<file path="config.mk">
export PLATFORM = sky130hd
export DESIGN_NAME = cnn_bram_reader
export DESIGN_NICKNAME = d
export VERILOG_FILES = /design/src/rtl/cnn_bram_reader_pkg.sv /design/src/rtl/cnn_rd_lat_pipe.sv /design/src/rtl/cnn_bram_reader.sv
export SDC_FILE = /design/constraint.sdc
export NUM_CORES = 1
export LEC_CHECK = 0
export BUFFER_PORTS_ARGS = -buffer_cell sky130_fd_sc_hd__buf_2
export CORE_MARGIN = 2
export CORE_UTILIZATION = 45
export DETAILED_ROUTE_END_ITERATION = 10
export PLACE_DENSITY_LB_ADDON = 0.08
export SLEW_MARGIN = 25
export SYNTH_ARGS = -nofsm -noshare
export SYNTH_HDL_FRONTEND = slang
export SYNTH_SLANG_ARGS = --single-unit
</file>
<file path="constraint.sdc">
create_clock -name clk -period 4.3 [get_ports clk]
set_input_delay 0.43 -clock clk [delete_from_list [all_inputs] [get_ports clk]]
set_output_delay 0.43 -clock clk [all_outputs]
set_load 0.01 [all_outputs]
</file>
<file path="src/rtl/cnn_bram_reader_pkg.sv">
// Shared image-size constants, default CNN geometry and reader FSM encoding.
// Imported by the BRAM reader and the downstream combine/core stages.
package cnn_bram_reader_pkg;

  localparam int DEF_I_F_BW = 8;
  localparam int DEF_W_BW   = 8;
  localparam int DEF_B_BW   = 16;
  localparam int DEF_CI     = 1;
  localparam int DEF_CO     = 2;
  localparam int DEF_KX     = 3;
  localparam int DEF_KY     = 3;

  localparam int FMAP_BITS = DEF_CI * DEF_KX * DEF_KY * DEF_I_F_BW;
  localparam int WGT_BITS  = DEF_CO * DEF_CI * DEF_KX * DEF_KY * DEF_W_BW;
  localparam int BIAS_BITS = DEF_CO * DEF_B_BW;
  localparam int NUM_WORDS = 1 + (FMAP_BITS + WGT_BITS + BIAS_BITS) / DEF_I_F_BW;

  // state | meaning
  // IDLE  | waiting for start, all outputs 0
  // READ  | issuing one BRAM read per cycle
  // DRAIN | waiting RD_LAT cycles for the last word to return
  // DONE  | image complete, operands held until next start
  typedef enum logic [1:0] {
    ST_IDLE  = 2'd0,
    ST_READ  = 2'd1,
    ST_DRAIN = 2'd2,
    ST_DONE  = 2'd3
  } rd_state_e;

  function automatic int calc_num_words(input int hdr, input int ci, input int co,
                                        input int kx, input int ky, input int ifbw,
                                        input int wbw, input int bbw);
    return hdr + (ci*kx*ky*ifbw + co*ci*kx*ky*wbw + co*bbw) / ifbw;
  endfunction

endpackage

</file>
<file path="src/rtl/cnn_rd_lat_pipe.sv">
// Valid/last shift register matching the BRAM read latency, so the reader
// knows which returning rdata cycle carries the final word of the image.
module cnn_rd_lat_pipe #(
  parameter int DEPTH = 1
) (
  input  logic clk,
  input  logic reset,
  input  logic i_valid,
  input  logic i_last,
  output logic o_valid,
  output logic o_last
);

  logic [DEPTH-1:0] r_valid;
  logic [DEPTH-1:0] r_last;

  always_ff @(posedge clk) begin
    if (reset) begin
      r_valid <= '0;
      r_last  <= '0;
    end else begin
      r_valid[0] <= i_valid;
      r_last[0]  <= i_last;
      for (int k = 1; k < DEPTH; k++) begin
        r_valid[k] <= r_valid[k-1];
        r_last[k]  <= r_last[k-1];
      end
    end
  end

  assign o_valid = r_valid[DEPTH-1];
  assign o_last  = r_last[DEPTH-1];

endmodule

</file>
<file path="src/rtl/cnn_bram_reader.sv">
// Streams one packed parameter image (header + fmap + weights + bias) out of a
// byte-wide BRAM into the combine stage, then holds done until the next start.
module cnn_bram_reader
  import cnn_bram_reader_pkg::*;
#(
  parameter int I_F_BW    = DEF_I_F_BW,
  parameter int W_BW      = DEF_W_BW,
  parameter int B_BW      = DEF_B_BW,
  parameter int CI        = DEF_CI,
  parameter int CO        = DEF_CO,
  parameter int KX        = DEF_KX,
  parameter int KY        = DEF_KY,
  parameter int HDR_WORDS = 1,
  parameter int RD_LAT    = 1,
  parameter int MEM_AW    = 12
) (
  input  logic              clk,
  input  logic              reset,
  input  logic              start,
  input  logic [MEM_AW-1:0] base_addr,
  output logic              busy,
  output logic              mem_en,
  output logic [MEM_AW-1:0] mem_addr,
  input  logic [I_F_BW-1:0] mem_rdata,
  output logic [I_F_BW-1:0] out_fmap,
  output logic [31:0]       out_f_address,
  output logic              out_f_enable,
  output logic              out_f_value_done,
  output logic              out_f_done
);

  localparam int NWORDS = calc_num_words(HDR_WORDS, CI, CO, KX, KY, I_F_BW, W_BW, B_BW);
  localparam int IW     = $clog2(NWORDS) + 1;
  localparam int DW     = (RD_LAT > 0) ? $clog2(RD_LAT + 1) : 1;
  localparam logic [IW-1:0] LAST_IDX   = IW'(NWORDS - 1);
  localparam logic [DW-1:0] DRAIN_INIT = DW'(RD_LAT);

  rd_state_e r_state;
  rd_state_e w_state_nxt;

  logic [MEM_AW-1:0] r_base;
  logic [IW-1:0]     r_idx;
  logic [DW-1:0]     r_drain;
  logic              r_mem_en;
  logic              r_last_issue;
  logic [MEM_AW-1:0] r_mem_addr;
  logic [IW-1:0]     r_f_addr;
  logic [I_F_BW-1:0] r_fmap;
  logic              r_vdone;

  logic w_start_acc;
  logic w_issue_last;
  logic w_pipe_valid;
  logic w_pipe_last;

  // start is only honoured when not busy; a start while READ/DRAIN is dropped
  assign w_start_acc  = start && ((r_state == ST_IDLE) || (r_state == ST_DONE));
  assign w_issue_last = (r_state == ST_READ) && (r_idx == LAST_IDX);

  always_ff @(posedge clk) begin
    if (reset) r_state <= ST_IDLE;
    else       r_state <= w_state_nxt;
  end

  always_comb begin
    w_state_nxt = r_state;
    case (r_state)
      ST_IDLE:  if (start) w_state_nxt = ST_READ;
      ST_READ:  if (w_issue_last) w_state_nxt = ST_DRAIN;
      ST_DRAIN: if (r_drain == '0) w_state_nxt = ST_DONE;
      ST_DONE:  if (start) w_state_nxt = ST_READ;
      default:  w_state_nxt = ST_IDLE;
    endcase
  end

  always_ff @(posedge clk) begin
    if (reset) begin
      r_base       <= '0;
      r_idx        <= '0;
      r_drain      <= '0;
      r_mem_en     <= 1'b0;
      r_last_issue <= 1'b0;
      r_mem_addr   <= '0;
      r_f_addr     <= '0;
      r_fmap       <= '0;
      r_vdone      <= 1'b0;
    end else begin
      r_mem_en     <= (r_state == ST_READ);
      r_last_issue <= w_issue_last;

      if (w_start_acc) begin
        r_base <= base_addr;
        r_idx  <= '0;
      end else if (r_state == ST_READ) begin
        r_idx <= r_idx + IW'(1);
      end

      if (r_state == ST_READ) begin
        r_mem_addr <= r_base + MEM_AW'(r_idx);
        r_f_addr   <= r_idx;
      end

      if (w_issue_last)
        r_drain <= DRAIN_INIT;
      else if ((r_state == ST_DRAIN) && (r_drain != '0))
        r_drain <= r_drain - DW'(1);

      // out_fmap freezes in DONE so the core sees the last word
      if ((r_state == ST_READ) || (r_state == ST_DRAIN))
        r_fmap <= mem_rdata;

      if (w_start_acc)
        r_vdone <= 1'b0;
      else if (w_pipe_valid && w_pipe_last)
        r_vdone <= 1'b1;
    end
  end

  cnn_rd_lat_pipe #(
    .DEPTH (RD_LAT)
  ) u_lat_pipe (
    .clk     (clk),
    .reset   (reset),
    .i_valid (r_mem_en),
    .i_last  (r_last_issue),
    .o_valid (w_pipe_valid),
    .o_last  (w_pipe_last)
  );

  assign busy             = (r_state == ST_READ) || (r_state == ST_DRAIN);
  assign mem_en           = r_mem_en;
  assign mem_addr         = r_mem_addr;
  assign out_fmap         = r_fmap;
  assign out_f_address    = 32'(r_f_addr);
  assign out_f_enable     = (r_state != ST_IDLE);
  assign out_f_value_done = r_vdone;
  assign out_f_done       = (r_state == ST_DONE);

endmodule

</file>
==> impl_results.md <==
* Fmax at about 0.44 GHz
* Initial Util at 0.4627
* CORE AREA at between 5000 and 6000 µm²
* I/O pin cnt at 80
* Initial antenna violation count at 0
* Crit path launch: r_idx[0]$_SDFFE_PP0P_
* Post-synth cell types at 45
* Levels on crit path at 6
* Total CTS buffers at 5
* Clk buf depth at 2
* Max-cap viol count at 0
* Crit path launch type: flop
* Setup_tns at 0 ps
* Die width at about 80 µm
* WP buf/inv at 0
* Post-CTS Setup Repair Bufs at 0
* Crit path to: mem_addr[8]$_SDFFE_PP0P_
* Final worst path period need at around 2300 ps
* Unrepaired setup endpoints after global routing: no
* DRT antenna net count at 0
* Vias in the first global route at roughly 1700
* IO Port Bufs at 53
* Maximum VDD drop at 0.2446 mV
* Synth Warn # at 0
* Post-layout nets at 362
* CTS resizes at 0
* Post-synth EDFFs at 0
* WP data arrival at 2490 ps
* Tightest Hold Check Type: input pin to flop
* CTS tree: done
* Detailed Routing Iterations Pass 1 at 4
* H-Tree Depth at 2
* Largest net degree at the start of global routing at 51
* CP max stage cell: fa_1
* Synth-to-Final Area Change at 10.67%
* Clock transition at the registers of the reported paths at ~90 ps
* Crit path max-delay family: compound AO/OA/AOI/OAI gates
* Setup Skew at about 3.7 ps
* Required @ worst endpoint at between 4000 and 5000 ps
* Pwr Density at between 500 and 600 nW/µm²
* DRC violations left at 0
* Sequential share of power at 0.445
* Mapped cell area at 2532 µm²
* Worst skew pair latency at about 300 ps
* Critical Path End Type: flop
* Status: complete, no violations
* Ant. Diodes at 0
* Pint at 0.9299 mW
* Clk sinks at 52
* Detailed placer's ending HPWL at ~3400 µm
* Crit path kind: flop to flop
* Final setup vio count at 0
* Die area at ~6200 µm²
* Final Hold Viols at 0
* Mapped Cells at between 200 and 300
* Post-synth ARST share at 0
* Slew Limit Fails at 0
* Max stage delay on crit path at between 400 and 500 ps
* Core Rows at 27
* R2R Path Start: r_idx[0]$_SDFFE_PP0P_
* WL/cell at ~12 µm
* Post-Route WL at 4777 µm
* Psw at 0.5244 mW
* Switching part of the total at 0.3606
* Vias per cell at around 5
* Grt total ovfl at 0
* DRT iter0 DRCs at ~100
* Routability cong. at roughly 0.75
* Worst path cell trace: ha_1 -> fa_1 -> a211o_2 -> a211oi_1 -> o31ai_1 -> a311oi_1
* Die H at ~79 µm
* Layout cells sized above 1 at 0.2110
* Slew HR at 0.4107
* Overall Global Routing Usage at 0.1604
* Final Cycle Share at 0.5301
* Power Total at roughly 1.5 mW
* Syn_area_per_cell at 9.077 µm²
* Comb pwr share at 0.358
* Clock Tree Root: clkbuf_8
* Worst Path Max Fanout at 5
* FF-to-FF path depth at 6
* Post-synthesis register bit count at 52
* Sequential area share after synthesis at 0.4111
* Top FF cell, synth: dfxtp_1
* # hold bufs at CTS at 0
* Worst-margin pin slew at ~880 ps
* Clock Power Share at 0.196
* Reg2reg setup slack at a little over 2000 ps
* FILL cells at 552
* Reg2reg end: mem_addr[8]$_SDFFE_PP0P_
* Vias at ~1900
* First-pass GRT wire length at around 7900 µm
* Pleak at 1.287 nW
## power by group through the flow
stage | clock [mW] | combinational (mW) | sequential [mW]
finish | 0.286 | 0.521 | 0.648
global route | 0.317 | 0.581 | 0.662
floorplan | 0 | 0.398 | 0.674
global placement | 0 | 0.523 | 0.657
CTS | 0.297 | 0.529 | 0.649
detailed placement | 0 | 0.527 | 0.659
## routing by layer
layer / up-vias / global-route usage / share of wire
li1: 1002 / - / -
met1: 874 / 0.2204 / 0.51
met2: 59 / 0.2424 / 0.42
met3: 5 / 0.04318 / 0.058
met4: 0 / 0.05690 / 0.012
met5: - / 0 / 0
## tightest hold or removal path: cells and delay by family
kind,cells,cell delay (ps)
simple gates,1,40
buf+inv,1,90
compound gates,1,50
## state kept, by name, summed over array words and instances (netlist names), 2 cells and up
name / cells
out_fmap: 8
mem_addr: 12
r_state: 2
r_idx: 6
r_f_addr: 6
r_base: 12
## cell families (layout without fill, tap and decap cells)
logic type | after synthesis | in the layout | synth area share
AO/OA/AOI/OAI | 47 | 47 | 0.1329
XOR/XNOR | 8 | 8 | 0.02767
adder cells (fa/ha/maj) | 13 | 13 | 0.06719
buffers and inverters | 47 | 70 | 0.1220
flip-flops | 52 | 52 | 0.4111
multiplexers | 18 | 18 | 0.07164
other | 1 | 26 | 0.001481
AND/OR/NAND/NOR | 93 | 93 | 0.1660
## layout make-up
cell class              instances  area, µm²  share of cell area
flip-flops and latches         52       1041              0.3714
clock inverters                 2      10.01            0.003571
multi-input cells             205       1276              0.4554
well taps                      72      90.09             0.03214
clock buffers                   6      82.58             0.02946
repair buffers                 54      272.8             0.09732
inverters                       8      30.03             0.01071
## worst min path at each step
stage                            start                            to  slack [ps]  cells past startpoint
6_report                  base_addr[7]        r_base[7]$_SDFFE_PP0P_         350                      3
3_3_place_gp   r_last_issue$_SDFF_PP0_  u_lat_pipe.o_last$_SDFF_PP0_         420                      1
4_1_cts                   base_addr[7]        r_base[7]$_SDFFE_PP0P_         340                      3
2_1_floorplan  r_last_issue$_SDFF_PP0_  u_lat_pipe.o_last$_SDFF_PP0_         410                      1
5_1_grt                   base_addr[8]        r_base[8]$_SDFFE_PP0P_         350                      3
3_5_place_dp   r_last_issue$_SDFF_PP0_  u_lat_pipe.o_last$_SDFF_PP0_         430                      1
## cell usage in the layout (no fill, tap or decap), types with 2 or more instances in the layout
cell type / instances
nor2b_1: 2
clkbuf_8: 6
o22ai_1: 2
xnor2_1: 4
o31ai_1: 4
nand4_1: 3
clkinv_2: 2
ha_1: 12
a211oi_1: 3
conb_1: 26
inv_1: 8
mux2i_1: 17
xor2_1: 4
buf_2: 53
a21o_1: 3
nand2_1: 31
a311oi_1: 5
nor2_1: 37
a21oi_1: 16
nor3b_1: 2
dfxtp_1: 52
o21ai_0: 3
or4_1: 4
nand3_1: 3
nand2b_1: 6
## per-stage QoR
step	util	instances	setup slack, ps	hold WS, ps	instance area, µm²
after global placement	0.4952	391	2083	419.3	2710
final	0.5121	399	2021	353.0	2803
after global routing	0.5121	399	1903	350.0	2803
after CTS	0.5121	399	2013	343.3	2803
after detailed placement	0.4952	391	2016	428.3	2710
after floorplan	-	304	2216	413.8	2626
## cell usage after synthesis, types with 2 or more instances
master,number,area share
a211oi_1,3,0.0089
a21o_1,3,0.0089
a21oi_1,16,0.032
a311oi_1,5,0.017
buf_4,27,0.080
buf_6,4,0.018
clkbuf_1,6,0.0089
dfxtp_1,52,0.41
ha_1,12,0.059
inv_1,8,0.012
mux2i_1,17,0.067
nand2_1,31,0.046
nand2b_1,6,0.015
nand3_1,3,0.0059
nand4_1,3,0.0074
nor2_1,37,0.055
nor2b_1,2,0.0049
nor3b_1,2,0.0059
o21ai_0,3,0.0059
o22ai_1,2,0.0049
o31ai_1,4,0.012
or4_1,4,0.012
xnor2_1,4,0.014
xor2_1,4,0.014
Note: power is estimated with default switching activity, not from simulation.
